File: src/rtl/block_accumulator.sv
// block_accumulator
//   Per-lane accumulator between the systolic array output and result
//   writeback. Sums NUM_BLOCKS partial-product vectors of LANES lanes and
//   presents one result vector with valid/ready handshakes on both sides.
//   Lane 0 sits in the MSBs of both in_data and out_data.
//   Optional feature: define ACC_SATURATE_EN to clamp each lane at
//   2^ACC_W-1 instead of wrapping modulo 2^ACC_W. Overflow is flagged in
//   both modes.
module block_accumulator #(
  parameter int LANES      = 16,
  parameter int DATA_W     = 16,
  parameter int ACC_W      = 16,
  parameter int NUM_BLOCKS = 16
) (
  input  logic                     clock,
  input  logic                     reset,
  input  logic                     clear,
  input  logic                     in_valid,
  output logic                     in_ready,
  input  logic [LANES*DATA_W-1:0]  in_data,
  output logic                     out_valid,
  input  logic                     out_ready,
  output logic [LANES*ACC_W-1:0]   out_data,
  output logic [7:0]               beat_count,
  output logic                     overflow
);

  typedef enum logic {
    ACCUM = 1'b0,
    HOLD  = 1'b1
  } state_e;

  localparam logic [7:0] LAST_IDX = 8'(NUM_BLOCKS - 1);

  state_e           state_q, state_d;
  logic [ACC_W-1:0] acc_q    [LANES];
  logic [ACC_W-1:0] acc_d    [LANES];
  logic [ACC_W-1:0] res_q    [LANES];
  logic [ACC_W-1:0] res_d    [LANES];
  logic [ACC_W-1:0] in_lane  [LANES];
  logic [ACC_W-1:0] lane_sum [LANES];
  logic [ACC_W:0]   sum_wide [LANES];
  logic [LANES-1:0] lane_carry;
  logic [7:0]       count_q, count_d;
  logic             ovf_q, ovf_d;
  logic             in_fire, out_fire, last_beat;

  // Unpack input lanes (zero-extended) and pack result lanes, lane 0 in MSBs.
  for (genvar i = 0; i < LANES; i++) begin : g_lane
    assign in_lane[i] = ACC_W'(in_data[(LANES-i)*DATA_W-1 -: DATA_W]);
    assign out_data[(LANES-i)*ACC_W-1 -: ACC_W] = res_q[i];
  end

  assign out_valid  = (state_q == HOLD);
  assign in_ready   = !out_valid | out_ready;
  assign in_fire    = in_valid & in_ready;
  assign out_fire   = out_valid & out_ready;
  assign last_beat  = (count_q == LAST_IDX);
  assign beat_count = count_q;
  assign overflow   = ovf_q;

  // Per-lane add with carry-out; the carry marks a wrap (or a clamp).
  always_comb begin
    for (int i = 0; i < LANES; i++) begin
      sum_wide[i]   = {1'b0, acc_q[i]} + {1'b0, in_lane[i]};
      lane_carry[i] = sum_wide[i][ACC_W];
`ifdef ACC_SATURATE_EN
      lane_sum[i]   = sum_wide[i][ACC_W] ? {ACC_W{1'b1}} : sum_wide[i][ACC_W-1:0];
`else
      lane_sum[i]   = sum_wide[i][ACC_W-1:0];
`endif
    end
  end

  // Next-state and datapath update: clear beats in_fire, HOLD waits for out_fire.
  always_comb begin
    // NOTE: every variable gets its hold value first, so no path leaves one unassigned and no latch is inferred.
    state_d = state_q;
    acc_d   = acc_q;
    res_d   = res_q;
    count_d = count_q;
    ovf_d   = ovf_q;
    case (state_q)
      ACCUM: begin
        if (clear) begin
          acc_d   = '{default: '0};
          count_d = 8'd0;
          ovf_d   = 1'b0;
        end else if (in_fire) begin
          ovf_d = ovf_q | (|lane_carry);
          if (last_beat) begin
            res_d   = lane_sum;
            acc_d   = '{default: '0};
            count_d = 8'd0;
            state_d = HOLD;
          end else begin
            acc_d   = lane_sum;
            count_d = count_q + 8'd1;
          end
        end
      end
      HOLD: begin
        // Accumulators are already zero here; a clear only discards a new beat.
        if (out_fire) begin
          // A single beat cannot overflow because ACC_W >= DATA_W.
          ovf_d = 1'b0;
          if (in_fire && !clear) begin
            if (NUM_BLOCKS == 1) begin
              res_d = in_lane;
            end else begin
              acc_d   = in_lane;
              count_d = 8'd1;
              state_d = ACCUM;
            end
          end else begin
            state_d = ACCUM;
          end
        end
      end
    endcase
  end

  // State registers with synchronous active-high reset.
  always_ff @(posedge clock) begin
    if (reset) begin
      state_q <= ACCUM;
      count_q <= 8'd0;
      ovf_q   <= 1'b0;
      // NOTE: the lane arrays are reset on purpose: a fresh sum must start at zero and out_data must read zero after reset.
      for (int i = 0; i < LANES; i++) begin
        acc_q[i] <= '0;
        res_q[i] <= '0;
      end
    end else begin
      // NOTE: non-blocking assignments so every register samples pre-edge values.
      state_q <= state_d;
      count_q <= count_d;
      ovf_q   <= ovf_d;
      acc_q   <= acc_d;
      res_q   <= res_d;
    end
  end

endmodule

File: config.mk
export PLATFORM = sky130hd
export DESIGN_NAME = block_accumulator
export DESIGN_NICKNAME = d
export VERILOG_FILES = /design/src/rtl/block_accumulator.sv
export SDC_FILE = /design/constraint.sdc
export NUM_CORES = 2
export LEC_CHECK = 0
export CAP_MARGIN = 20
export CORE_UTILIZATION = 45
export CTS_CLUSTER_SIZE = 20
export DETAILED_ROUTE_END_ITERATION = 10
export PLACE_DENSITY = 0.74
export SLEW_MARGIN = 20
export SYNTH_ARGS = -nofsm -noshare
export SYNTH_HDL_FRONTEND = slang
export SYNTH_SLANG_ARGS = --single-unit
File: constraint.sdc
create_clock -name clock -period 3.1 [get_ports clock]
set_input_delay 0.31 -clock clock [delete_from_list [all_inputs] [get_ports clock]]
set_output_delay 0.31 -clock clock [all_outputs]
set_load 0.01 [all_outputs]
* Word-level counts from Yosys, hierarchy flattened
Index checks and enable logic that the tools add are counted.
** Cells by class
- Add/subtract/negate cells :: 17
- Eq/ne operators :: 4
- Multiplexer cells :: 21
- Bitwise gates (word level) :: 6
- Reduce and logical (&&, ||, !) cells :: 7
** Operators with widths (count)
- two-way mux 256 bit :: 5
- case mux 256 bit (2 select lines) :: 1
- adder 16 x 16 -> 17 bit :: 16
- two-way mux 8 bit :: 5
- case mux 8 bit (2 select lines) :: 1
- OR reduction 16 bit :: 1
- adder 8 x 1 -> 8 bit (second input constant) :: 1
- equality test 8 x 4 -> 1 bit (second input constant) :: 1
- two-way mux 1 bit :: 7
- inequality test 2 x 1 -> 1 bit (second input constant) :: 2
- case mux 1 bit (2 select lines) :: 2
- AND reduction 4 bit :: 1
- inequality test 3 bit (second input constant) :: 1
- AND reduction 3 bit :: 1
- AND 1 bit :: 2
- logical NOT 1 bit :: 2
- NOT 1 bit :: 2
- bitwise OR 1 bit :: 2
- AND reduction 2 bit :: 1
- logical AND 1 bit :: 1
** Word-level totals
- Register bits :: 522
- Bits of input ports :: 261
- Word-level logic and storage cells :: 90

* Logic depth before layout (Yosys ltp)
- Depth after elaboration :: 7
- Mapped depth :: 12

* Worst setup path after synthesis
Ideal clock, no wire load.
- Path kind :: reg2reg
- Start point :: register acc_q[0] (netlist name)
- End point :: register acc_q[14] (netlist name)
- Library setup time :: 132 ps
- Arrival :: 2465 ps
- Required time :: 2968 ps
- Slack :: 503 ps
- Cell stages (with the launch flop) :: 13
- Buffers on the path :: 0
- Period minus slack after synthesis :: 2597 ps
- Cell sequence :: dfxtp_1 ha_1 inv_1 fa_1 nor2b_1 o21ai_0 a21boi_1 o2111ai_1 a311oi_1 a31oi_1 xnor2_1 a221oi_1 nor3_1
** On the way
- Longest elaborated chain between the ends :: 5
** RTL lines
- start: declaration :: line 36 : logic [ACC_W-1:0] acc_q [LANES];
- start signal: indexed assignment :: line 131 : acc_q[i] <= '0;
- start signal: assignment :: line 139 : acc_q <= acc_d;
- adder 16 x 16 -> 17 bit :: line 65 : sum_wide[i] = {1'b0, acc_q[i]} + {1'b0, in_lane[i]};
- two-way mux 256 bit :: line 91 : if (last_beat) begin
- two-way mux 256 bit :: line 89 : end else if (in_fire) begin
- two-way mux 256 bit :: line 85 : if (clear) begin
- case mux 256 bit (2 select lines) :: line 83 : case (state_q)
No other way between the ends. The select of a mux whose other input is x is not followed.
A chain may end at the register's enable or synchronous reset.

* Final worst setup path
- Start point :: register acc_q[25] (netlist name)
- End point :: register ovf_q (netlist: overflow)
** On the way
- Longest elaborated chain between the ends :: 6
** RTL lines
- adder 16 x 16 -> 17 bit :: line 65
- OR reduction 16 bit :: line 90 : ovf_d = ovf_q | (|lane_carry);
- bitwise OR 1 bit :: line 90
- two-way mux 1 bit :: line 89
- two-way mux 1 bit :: line 85
- case mux 1 bit (2 select lines) :: line 83
- end signal: assignment :: line 138 : ovf_q <= ovf_d;
- end: declaration :: line 45 : logic ovf_q, ovf_d;
No other way between the ends. The select of a mux whose other input is x is not followed.

==> metrics.md <==
| Metric | Value |
|---|---|
| Synthesis Warnings | 0 |
| Initial Utilization | 45.76% |
| Sequential area share after synthesis | roughly a third |
| Crit-path cells | ha_1 > a21o_1 > a21o_1 > a21oi_1 > o22ai_1 > nor3_1 > o311ai_0 > nor4_1 > nand3_1 > o41a_1 |
| Vias in the first global route | 29620 |
| Fin crit period | 2.889 ns |
| I/O pins | about 530 |
| Layout area overhead | 32.98% |
| Largest net degree at the start of global routing | 131 |
| Die area | 68380 um^2 |
| Hold WS | 0.1940 ns |
| Xor/xnor cell area share of the yosys netlist | 6.156% |
| 1st-iter DRT viols | 2432 |
| Clock sinks | ~520 |
| Clock Root Buffer | clkbuf_16 |
| Core area | approximately 66000 um^2 |
| R2R depth | 10 |
| Post-DP Area | about 38000 um^2 |
| Slew @ Worst Pin | 1.030 ns |
| Final slew viol count | 0 |
| Setup Skew | 0.02600 ns |
| RSZ-0062 raised after global routing | no |
| Critical path endpoint category | flop |
| Crit-path slowest cell | o41a_1 |
| CTS Buffer Depth | 3 |
| # hold bufs at CTS | 0 |
| DRC | 0 |
| Die X | 261.5 um |
| Avg Cell Area, Syn | 7.998 um^2 |
| Setup Viol. Count Final | 0 |
| CTS tree | done |
| MaxCap Viol Count | 0 |
| Ys async rst share | 0% |
| Syn Nets | 4323 |
| Fmax achieved | between 300 and 400 MHz |
| H-tree Lvls | 2 |
| Crit path DAT | approximately 3.4 ns |
| HP Class | primary input to flop |
| Total global routing overflow | 0 |
| Synthesized area | 30300 um^2 |
| Post-Route WL | 109200 um |
| GRT Overall Usage | 30.69% |
| WHS Endpoint | out_data[148] |
| Main synth FF type | dfxtp_1 |
| Final instance area | 40300 um^2 |
| Lkg Pwr | about 16 nW |
| Final Hold Fails | 0 |
| Synth top area cells | dfxtp_1, ha_1, a221oi_1 |
| Layout cell share with drive strength beyond 1 | roughly 9% |
| Worst vdd ir | 0.0005504 V |
| Largest family of logic cells by synthesized area | compound AO/OA/AOI/OAI gates |
| Critical Path RT | 3.61 ns |
| Worst-skew pair later-pin latency | between 0.6 and 0.7 ns |
| PD cells | 488.7 nW/um^2 |
| RR Startpoint | acc_q[25] |
| Worst setup SP type | flop |
| Seq cells post-synth | between 500 and 600 |
| WL/cell | 20.39 um |
| Post-DP HPWL | 77750 um |
| Min setup slack post-route | 0.2114 ns |
| Top cell type's share of synthesized area | 34.49% |
| Via count | 31270 |
| Synth Area in Compound Gates | 23.75% |
| TritonRoute pass-1 iters | 5 |
| Hold Path Origin | reset |
| Synth Instances | between 3000 and 4000 |
| First-pass GRT wire length | 166200 um |
| Vias per cell | 5.838 |
| Total CTS buffers | 58 |
| Run status | completed |
| Detail Route Antenna Nets | 0 |
| FF-to-FF End | overflow |
| Final std cells w/o fill | 5356 |
| Initial antenna violation count | 32 |
| Placer congestion estimate | 0.9032 |
| Synth cell types | slightly below 70 |
| Pre-CTS WS | -0.2827 ns |
| Slew margin rel. | a little under a third |
| Cells on Worst Hold Path | 2 |
| Crit share post-route | 93.18% |
| Clock transition at path regs | 0.06 ns |
| Largest area contributor in the netlist | dfxtp_1 |
| Row cnt | 94 |
| Worst setup path class | flop to flop |
| Placed insts | approximately 5200 |
| Synth Area in Simple Gates | 20.02% |
| Post-synth EDFFs | 0 |
| PortBufs | 527 |
| Post-synthesis adder-cell area fraction | about an eighth |
| Post-synthesis mux area share | 0.03303% |
| Crit path top cell by count | a21o_1 |
| Layout Nets | 4960 |
| CP max stage delay | roughly 0.40 ns |
| Die Ht | 261.5 um |
| Crit path max fanout | 2 |
| Fill cells | 5921 |
| Reg2Reg Setup Slack | roughly 0.21 ns |
## metrics by stage
step | setup TNS [ns] | power, mW | util, %
after detailed placement | -3.216 | 12.56 | 57.81
after global routing | 0 | 20.61 | 60.84
after CTS | 0 | 19.76 | 60.76
final | 0 | 19.69 | 60.86
after global placement | -1.811 | 12.48 | 57.81
after floorplan | 0 | 10.67 | -
## state kept, by name, summed over array words and instances (netlist names)
register,flops
acc_q,256
out_data,256
overflow,1
beat_count,8
out_valid,1
## cell families after synthesis
| group | Yosys count |
|---|---|
| AND/OR/NAND/NOR | 1396 |
| AO/OA/AOI/OAI | 1070 |
| flip-flops | 522 |
| buffers and inverters | 314 |
| adder cells (fa/ha/maj) | 273 |
| XOR/XNOR | 213 |
| multiplexers | 1 |
## layout make-up
cell class	instances	area [um^2]	share of cell area, %
sequential	522	10450	25.94
tap	864	1081	2.683
clock inverter	19	244.0	0.6055
clock buffer	84	1709	4.241
timing repair buffer	810	7705	19.12
inverter	81	304.0	0.7545
antenna	23	57.56	0.1428
multi-input combinational	2953	18740	46.51
## cell usage after synthesis (6+ instances only)
cell type / instances
a211oi_1: 88
a221oi_1: 217
and4_1: 9
or3_1: 15
inv_1: 81
o2111ai_1: 7
dfxtp_1: 522
nand4_1: 28
o21ai_0: 130
and2_1: 8
nor2_1: 437
xor2_1: 57
a21oi_1: 346
o211ai_1: 17
o21a_1: 33
ha_1: 257
a31oi_1: 19
o22ai_1: 15
nand3_1: 41
o21bai_1: 18
o31ai_1: 8
a21o_1: 66
o21ai_1: 16
clkbuf_1: 226
xnor2_1: 156
buf_1: 7
fa_1: 16
a22o_1: 28
a21boi_0: 6
nor4_1: 13
and3_1: 15
nor3_1: 277
nor2b_1: 23
nand2_1: 489
nand2b_1: 27
## routing by layer
| metal | GRT usage [%] | routed length [um] | vias up |
|---|---|---|---|
| met5 | 0 | 136 | - |
| met4 | 14.00 | 4335 | 20 |
| met3 | 7.162 | 8825 | 236 |
| met2 | 49.80 | 50370 | 1041 |
| met1 | 38.54 | 45530 | 14910 |
| li1 | - | - | 15060 |
## cells in the final DEF, fill, tap and decap left out, drive strengths merged, types with 9 or more instances in the layout
cell           instances
nor4                  13
a21boi                10
nand3                 41
fa                    16
dfxtp                522
buf                  284
o211ai                17
a21oi                346
nor2                 437
ha                   257
diode                 23
nor3                 277
clkinv                10
nand2b                27
a211oi                88
nor2b                 23
o21bai                18
or3                   16
o21a                  33
inv                   83
o21ai                146
clkdlybuf4s50        526
xnor2                156
nand4                 28
a221oi               218
o22ai                 15
and4                   9
clkbuf                84
xor2                  57
a21o                  66
a31oi                 19
and3                  15
a22o                  28
nand2                489
## where the power goes
group | leakage, nW | switching [mW] | total (mW) | internal (mW)
clock network | 0.964 | 2.98 | 7.19 | 4.21
logic | 10.9 | 2.79 | 5.30 | 2.51
registers | 4.26 | 0.175 | 7.21 | 7.03
total | 16.1 | 5.94 | 19.7 | 13.8
## critical path, delay by kind of cell, from the launching register on
| kind | cells | cell delay [ns] |
|---|---|---|
| compound gates | 6 | 1.50 |
| fa+ha+maj | 1 | 0.28 |
| flops | 1 | 0.31 |
| simple gates | 3 | 0.68 |
## worst max path at each step
stage                       startpoint         to  slack [ns]  cells after the start
after global routing        acc_q[141]   overflow       0.003                      9
after CTS                   acc_q[141]   overflow        0.24                      9
final                        acc_q[25]   overflow        0.21                     10
after detailed placement  in_data[141]   overflow       -0.28                     10
after floorplan               acc_q[0]  acc_q[14]        0.50                     12
after global placement    in_data[141]   overflow       -0.26                     10
## repair_timing
action | CTS | global route
buffers inserted | 0 | 0
gates resized for setup | 0 | 1
setup endpoints to repair | 0 | 1
No activity file was read; power rests on OpenSTA's default activity.
